$ cat config.mk
export PLATFORM = sky130hd
export DESIGN_NAME = axis_rr_arbiter
export DESIGN_NICKNAME = d
export VERILOG_FILES = /design/src/rtl/axis_rr_arbiter.sv
export SDC_FILE = /design/constraint.sdc
export NUM_CORES = 1
export LEC_CHECK = 0
export CORE_MARGIN = 5
export CORE_UTILIZATION = 45
export CTS_BUF_LIST = sky130_fd_sc_hd__clkbuf_16
export DETAILED_ROUTE_END_ITERATION = 12
export GPL_ROUTABILITY_DRIVEN = 0
export PLACE_DENSITY = 0.81
export SYNTH_ARGS = -nofsm -noshare
export SYNTH_HDL_FRONTEND = slang
export SYNTH_SLANG_ARGS = --single-unit
$ cat constraint.sdc
create_clock -name clk -period 3.95 [get_ports clk]
set_input_delay 0.395 -clock clk [delete_from_list [all_inputs] [get_ports clk]]
set_output_delay 0.395 -clock clk [all_outputs]
set_load 0.01 [all_outputs]
$ cat src/rtl/axis_rr_arbiter.sv
// -----------------------------------------------------------------------------
// axis_rr_arbiter
//
// Packet-atomic round-robin arbiter that shares a single stream FIFO write
// port among N_REQ upstream requesters. Once a requester is granted, the grant
// stays locked to it until its last beat is accepted. A watchdog releases the
// grant if the locked source leaves req_vld low for TIMEOUT cycles.
//
// Ports:
//   clk          clock
//   rst          synchronous active-high reset
//   clear        synchronous soft reset, same effect as rst
//   req_vld      per-requester beat valid            [N_REQ]
//   req_data     per-requester data, i at [i*WIDTH +: WIDTH]
//   req_last     per-requester last-beat flag        [N_REQ]
//   req_rdy      per-requester ready, one-hot or zero [N_REQ]
//   out_vld      beat valid to the FIFO write side
//   out_data     beat data to the FIFO               [WIDTH]
//   out_last     last flag forwarded with the beat
//   out_rdy      FIFO write ready
//   grant_id     currently granted requester (valid while busy)
//   busy         high while a grant is locked
//   pkt_done     1-cycle pulse when a last beat transfers
//   timeout_err  1-cycle pulse on watchdog release
// -----------------------------------------------------------------------------
module axis_rr_arbiter #(
  parameter int          N_REQ   = 4,
  parameter int          WIDTH   = 8,
  parameter logic [15:0] TIMEOUT = 16'd256,
  localparam int         IDW     = (N_REQ > 1) ? $clog2(N_REQ) : 1
) (
  input  logic                   clk,
  input  logic                   rst,
  input  logic                   clear,
  input  logic [N_REQ-1:0]       req_vld,
  input  logic [N_REQ*WIDTH-1:0] req_data,
  input  logic [N_REQ-1:0]       req_last,
  output logic [N_REQ-1:0]       req_rdy,
  output logic                   out_vld,
  output logic [WIDTH-1:0]       out_data,
  output logic                   out_last,
  input  logic                   out_rdy,
  output logic [IDW-1:0]         grant_id,
  output logic                   busy,
  output logic                   pkt_done,
  output logic                   timeout_err
);

  typedef enum logic [0:0] {
    ST_IDLE = 1'b0,
    ST_LOCK = 1'b1
  } state_e;

  localparam logic [IDW-1:0] LAST_ID  = IDW'(N_REQ - 1);
  localparam logic [15:0]    CNT_MAX  = 16'hFFFF;

  // Pointer to the requester after g, wrapping back to 0 past the last one.
  function automatic logic [IDW-1:0] next_ptr(input logic [IDW-1:0] g);
    next_ptr = (g == LAST_ID) ? '0 : g + IDW'(1);
  endfunction

  state_e           state_q,    state_d;
  logic [IDW-1:0]   rr_ptr_q,   rr_ptr_d;
  logic [IDW-1:0]   grant_q,    grant_d;
  logic [15:0]      idle_cnt_q, idle_cnt_d;

  logic             abort_s;
  logic             sel_any_s;
  logic             sel_hi_any_s;
  logic [IDW-1:0]   sel_hi_idx_s;
  logic [IDW-1:0]   sel_lo_idx_s;
  logic [IDW-1:0]   sel_idx_s;

  logic             g_vld_s;
  logic             g_last_s;
  logic [WIDTH-1:0] g_data_s;
  logic [N_REQ-1:0] g_onehot_s;

  logic             xfer_s;
  logic             wd_hit_s;

  logic [N_REQ-1:0] req_rdy_s;
  logic             out_vld_s;
  logic [WIDTH-1:0] out_data_s;
  logic             out_last_s;
  logic             pkt_done_s;
  logic             timeout_err_s;

  assign abort_s = rst | clear;

  // Round-robin pick: lowest valid index at or above rr_ptr, otherwise the
  // lowest valid index overall (the wrap-around case). The loop walks down so
  // the final assignment is the lowest matching index.
  always_comb begin
    sel_hi_any_s = 1'b0;
    sel_hi_idx_s = '0;
    sel_lo_idx_s = '0;
    sel_any_s    = 1'b0;
    for (int i = N_REQ - 1; i >= 0; i--) begin
      sel_hi_idx_s = (req_vld[i] && (IDW'(i) >= rr_ptr_q)) ? IDW'(i) : sel_hi_idx_s;
      sel_hi_any_s = sel_hi_any_s | (req_vld[i] && (IDW'(i) >= rr_ptr_q));
      sel_lo_idx_s = req_vld[i] ? IDW'(i) : sel_lo_idx_s;
      sel_any_s    = sel_any_s | req_vld[i];
    end
    sel_idx_s = sel_hi_any_s ? sel_hi_idx_s : sel_lo_idx_s;
  end

  // Multiplex the granted requester's stream signals from the registered grant.
  always_comb begin
    g_vld_s    = 1'b0;
    g_last_s   = 1'b0;
    g_data_s   = '0;
    g_onehot_s = '0;
    for (int i = 0; i < N_REQ; i++) begin
      g_vld_s       = (grant_q == IDW'(i)) ? req_vld[i] : g_vld_s;
      g_last_s      = (grant_q == IDW'(i)) ? req_last[i] : g_last_s;
      g_data_s      = (grant_q == IDW'(i)) ? req_data[i*WIDTH +: WIDTH] : g_data_s;
      g_onehot_s[i] = (grant_q == IDW'(i));
    end
  end

  assign xfer_s   = (state_q == ST_LOCK) && g_vld_s && out_rdy;
  // Fires on the cycle the counter has already seen TIMEOUT-1 empty cycles.
  assign wd_hit_s = (TIMEOUT != 16'd0) && (idle_cnt_q == (TIMEOUT - 16'd1)) && !g_vld_s;

  // Next-state, pointer, watchdog and datapath outputs of the IDLE/LOCK FSM.
  always_comb begin
    state_d       = state_q;
    rr_ptr_d      = rr_ptr_q;
    grant_d       = grant_q;
    idle_cnt_d    = idle_cnt_q;
    req_rdy_s     = '0;
    out_vld_s     = 1'b0;
    out_data_s    = '0;
    out_last_s    = 1'b0;
    pkt_done_s    = 1'b0;
    timeout_err_s = 1'b0;
    case (state_q)
      ST_IDLE: begin
        idle_cnt_d = 16'd0;
        if (sel_any_s) begin
          state_d = ST_LOCK;
          grant_d = sel_idx_s;
        end else begin
          state_d = ST_IDLE;
        end
      end
      ST_LOCK: begin
        out_vld_s  = g_vld_s;
        out_data_s = g_data_s;
        out_last_s = g_last_s;
        req_rdy_s  = out_rdy ? g_onehot_s : '0;
        if (xfer_s) begin
          idle_cnt_d = 16'd0;
          if (g_last_s) begin
            pkt_done_s = 1'b1;
            state_d    = ST_IDLE;
            rr_ptr_d   = next_ptr(grant_q);
          end else begin
            state_d = ST_LOCK;
          end
        end else if (!g_vld_s) begin
          // Source bubble: counts toward the watchdog.
          if (wd_hit_s) begin
            timeout_err_s = 1'b1;
            state_d       = ST_IDLE;
            rr_ptr_d      = next_ptr(grant_q);
            idle_cnt_d    = 16'd0;
          end else begin
            idle_cnt_d = (idle_cnt_q == CNT_MAX) ? idle_cnt_q : idle_cnt_q + 16'd1;
          end
        end else begin
          // Backpressure from the FIFO: the source is alive, hold the count.
          idle_cnt_d = idle_cnt_q;
        end
      end
      default: begin
        state_d = ST_IDLE;
      end
    endcase
  end

  // A reset cycle blocks any transfer or pulse, so an aborted packet never
  // shows a partial completion.
  assign req_rdy     = abort_s ? '0 : req_rdy_s;
  assign out_vld     = abort_s ? 1'b0 : out_vld_s;
  assign out_data    = abort_s ? '0 : out_data_s;
  assign out_last    = abort_s ? 1'b0 : out_last_s;
  assign pkt_done    = abort_s ? 1'b0 : pkt_done_s;
  assign timeout_err = abort_s ? 1'b0 : timeout_err_s;

  assign grant_id = grant_q;
  assign busy     = (state_q == ST_LOCK);

  // State registers with synchronous reset and soft clear.
  always_ff @(posedge clk) begin
    if (rst || clear) begin
      state_q    <= ST_IDLE;
      rr_ptr_q   <= '0;
      grant_q    <= '0;
      idle_cnt_q <= 16'd0;
    end else begin
      state_q    <= state_d;
      rr_ptr_q   <= rr_ptr_d;
      grant_q    <= grant_d;
      idle_cnt_q <= idle_cnt_d;
    end
  end

endmodule

==> metrics.md <==
| Metric | Value |
|---|---|
| P_sw | 128.2 uW |
| Slowest stage delay, CP | 0.73 ns |
| Post-DP HPWL | 3939 um |
| TritonCTS buffer count | 3 |
| Unrepaired setup endpoints after global routing | false |
| Clock Latency Late Sink | around 0.25 ns |
| Final #Nets | about 330 |
| Sequential power share | 0.397 |
| Max-cap violations | 0 |
| Most used flip-flop cell after synthesis | dfxtp_1 |
| Internal power | 414.9 uW |
| Adder-cell share of the synthesized area | 0.03587 |
| Row count | 22 |
| Leak | 0.8822 nW |
| Slew @ Worst Pin | 0.8195 ns |
| P per Cell Area | 222.7 mW/mm^2 |
| Die area | 0.005221 mm^2 |
| Starting density of the core | 0.4694 |
| Synth Instances | 224 |
| Synth Area in XOR/XNOR | 0 |
| Final Max Tran Viols | 0 |
| Setup tns final | 0 ns |
| Sequential fraction of the synthesis area | 0.2410 |
| Finished Cell Area | 0.002439 mm^2 |
| DIE WIDTH | slightly above 70 um |
| Cell area after placement | 0.002360 mm^2 |
| N_diodes | 0 |
| Largest family of logic cells by synthesized area | simple AND/OR/NAND/NOR gates |
| Final hold vios | 0 |
| Worst-path clk slew | 0.06 ns |
| Port bufs | 62 |
| Clk_skew | 0.001720 ns |
| DRC viols | 0 |
| Total grt overflow | 0 |
| Maximum clock insertion buffer count | 2 |
| EDFF count, synth | 0 |
| First-pass GRT wire length | 8618 um |
| CTS H-tree depth | 1 |
| Top Ports | 63 |
| Nature of the critical path startpoint | register |
| Switching Share | 0.2361 |
| Ys async rst share | 0 |
| TritonCTS clock tree | yes |
| Synthesized Nets | roughly 270 |
| Number of global-route vias before repair | 1805 |
| Setup crit end kind | primary output |
| Avg WL per Cell | between 15 and 20 um |
| Cell repeated most along the worst path | a211oi_1 |
| Worst VDD drop | 0.0002114 V |
| Initial antenna violation count | 0 |
| Cts hold-fix bufs | 0 |
| Final Setup Violations | 0 |
| Total Routed Length | 5168 um |
| Arr. time, crit path | 3.02 ns |
| Synth Area in Simple Gates | 0.3924 |
| Core outline area | 0.003716 mm^2 |
| Yosys cell types | between 40 and 50 |
| Clock Power Share | 0.391 |
| Slowest CP cell | ha_1 |
| Synth warnings | 0 |
| CTS root buf | clkbuf_16 |
| Post-Syn Area | approximately 0.0017 mm^2 |
| Post-CTS Resized | 0 |
| Max transition margin | 0.4537 |
| FMAX | about 300 MHz |
| Post-layout min period | 3.416 ns |
| Sink Count | 21 |
| Worst path required time | 3.56 ns |
| Syn-to-layout area delta | 39.81% |
| Critical path class | register to primary output |
| Violation count after the first detailed-route iteration | 202 |
| Iteration count of the initial detailed-routing pass | 4 |
| Largest net degree at the start of global routing | 25 |
| Final ANT Viol Nets | 0 |
| Yosys reg bits | 21 |
| Multiplexer share of the synthesized area | 0.04376 |
| Share of layout cells above drive strength 1 | 0.04676 |
| CP Cell Sequence | ha_1 -> a211oi_1 -> a211oi_1 -> and4_1 -> clkdlybuf4s50_1 |
| Final worst-path cycle share | 0.8648 |
| Max FO, Critical Path | 24 |
| Status | finished clean |
| Post-CTS Setup Inserts | 0 |
| Mapped Avg Cell Area | 7.786 um^2 |
| Via count | 1947 |
| Logic pwr share | 0.212 |
| Hold WC Path Type | register to register |
| Post-synthesis compound-gate area fraction | 0.2367 |
| Via/cell ratio | 5.972 |
| Die height | 72.26 um |
| Total track usage | 0.2050 |
stage by stage:
step           instances  hold WS (ns)  power (mW)  worst slack (ns)    util
2_1_floorplan        224        0.4482      0.2731             1.805       -
3_3_place_gp         322        0.4817      0.3343            0.9087  0.6350
3_5_place_dp         322        0.4797      0.3341            0.8673  0.6350
4_1_cts              326        0.4877      0.5457            0.5823  0.6562
5_1_grt              326        0.5124      0.5652            0.3585  0.6562
6_report             326        0.4879      0.5431            0.5341  0.6562
cell type report:
type | instances | area (um^2)
flip-flops and latches | 21 | 420.4
clock buffers | 3 | 75.07
repair buffers | 63 | 628.1
multi-input cells | 186 | 1236
fillers | 323 | 1277
well taps | 48 | 60.06
inverters | 4 | 15.01
clock inverters | 1 | 3.754
sequential cells by signal (all words and copies together), names as in the netlist:
register	cells
rr_ptr_q	2
grant_id	2
idle_cnt_q	16
busy	1
power by group through the flow:
stage               registers [mW]  logic (mW)  clock network, mW
CTS                          0.216       0.115              0.216
finish                       0.216       0.115              0.212
floorplan                    0.220      0.0527                  0
global placement             0.220       0.114                  0
detailed placement           0.220       0.114                  0
global route                 0.216       0.125              0.224
cells by family after synthesis:
kind of cell,count (synthesis)
compound gates,51
fa+ha+maj,5
buf+inv,17
flops,21
mux,7
simple gates,123
metal layers:
metal,vias up,part of all wire,GRT usage
li1,976,-,-
met1,913,0.45,0.2658
met2,48,0.50,0.3488
met3,10,0.036,0.03463
met4,0,0.021,0.05637
met5,-,0,0
Yosys cell counts, drive strengths merged, types with 7 or more instances:
library cell  count  area share
a21oi            12       0.034
nor2b            11       0.039
a221o             7       0.040
clkbuf            9       0.019
nand3             9       0.026
and3              8       0.029
nor3             22       0.063
dfxtp            21        0.24
a221oi            8       0.040
nor2             24       0.053
and4              7       0.037
nand2            15       0.032
critical path, delay by kind of cell, from the launching register on:
kind,cells,cell delay (ns)
flip-flops,1,0.43
AND/OR/NAND/NOR,1,0.29
buffers and inverters,1,0.54
adder cells (fa/ha/maj),1,0.73
AO/OA/AOI/OAI,2,0.76
final timing paths:
| kind | startpoint | to | slack (ns) | depth (start not counted) |
|---|---|---|---|---|
| min | rr_ptr_q[0]$_SDFFE_PN0P_ | rr_ptr_q[0]$_SDFFE_PN0P_ | 0.49 | 2 |
| min reg2reg | rr_ptr_q[0]$_SDFFE_PN0P_ | rr_ptr_q[0]$_SDFFE_PN0P_ | 0.49 | 2 |
| max | grant_id[0]$_SDFFE_PN0P_ | pkt_done | 0.53 | 5 |
| max reg2reg | grant_id[0]$_SDFFE_PN0P_ | idle_cnt_q[0]$_SDFFE_PN0P_ | 0.93 | 6 |
placed cells by master, fill, tap and decap left out, types with 7 or more instances in the layout:
cell type         n
clkdlybuf4s50_1  62
nor2_1           23
nor3_1           22
dfxtp_1          21
nand2_1          15
a21oi_1          12
nor2b_1          11
nand3_1           9
a221oi_1          8
and3_1            8
a221o_1           7
No activity file was read; power rests on OpenSTA's default activity.
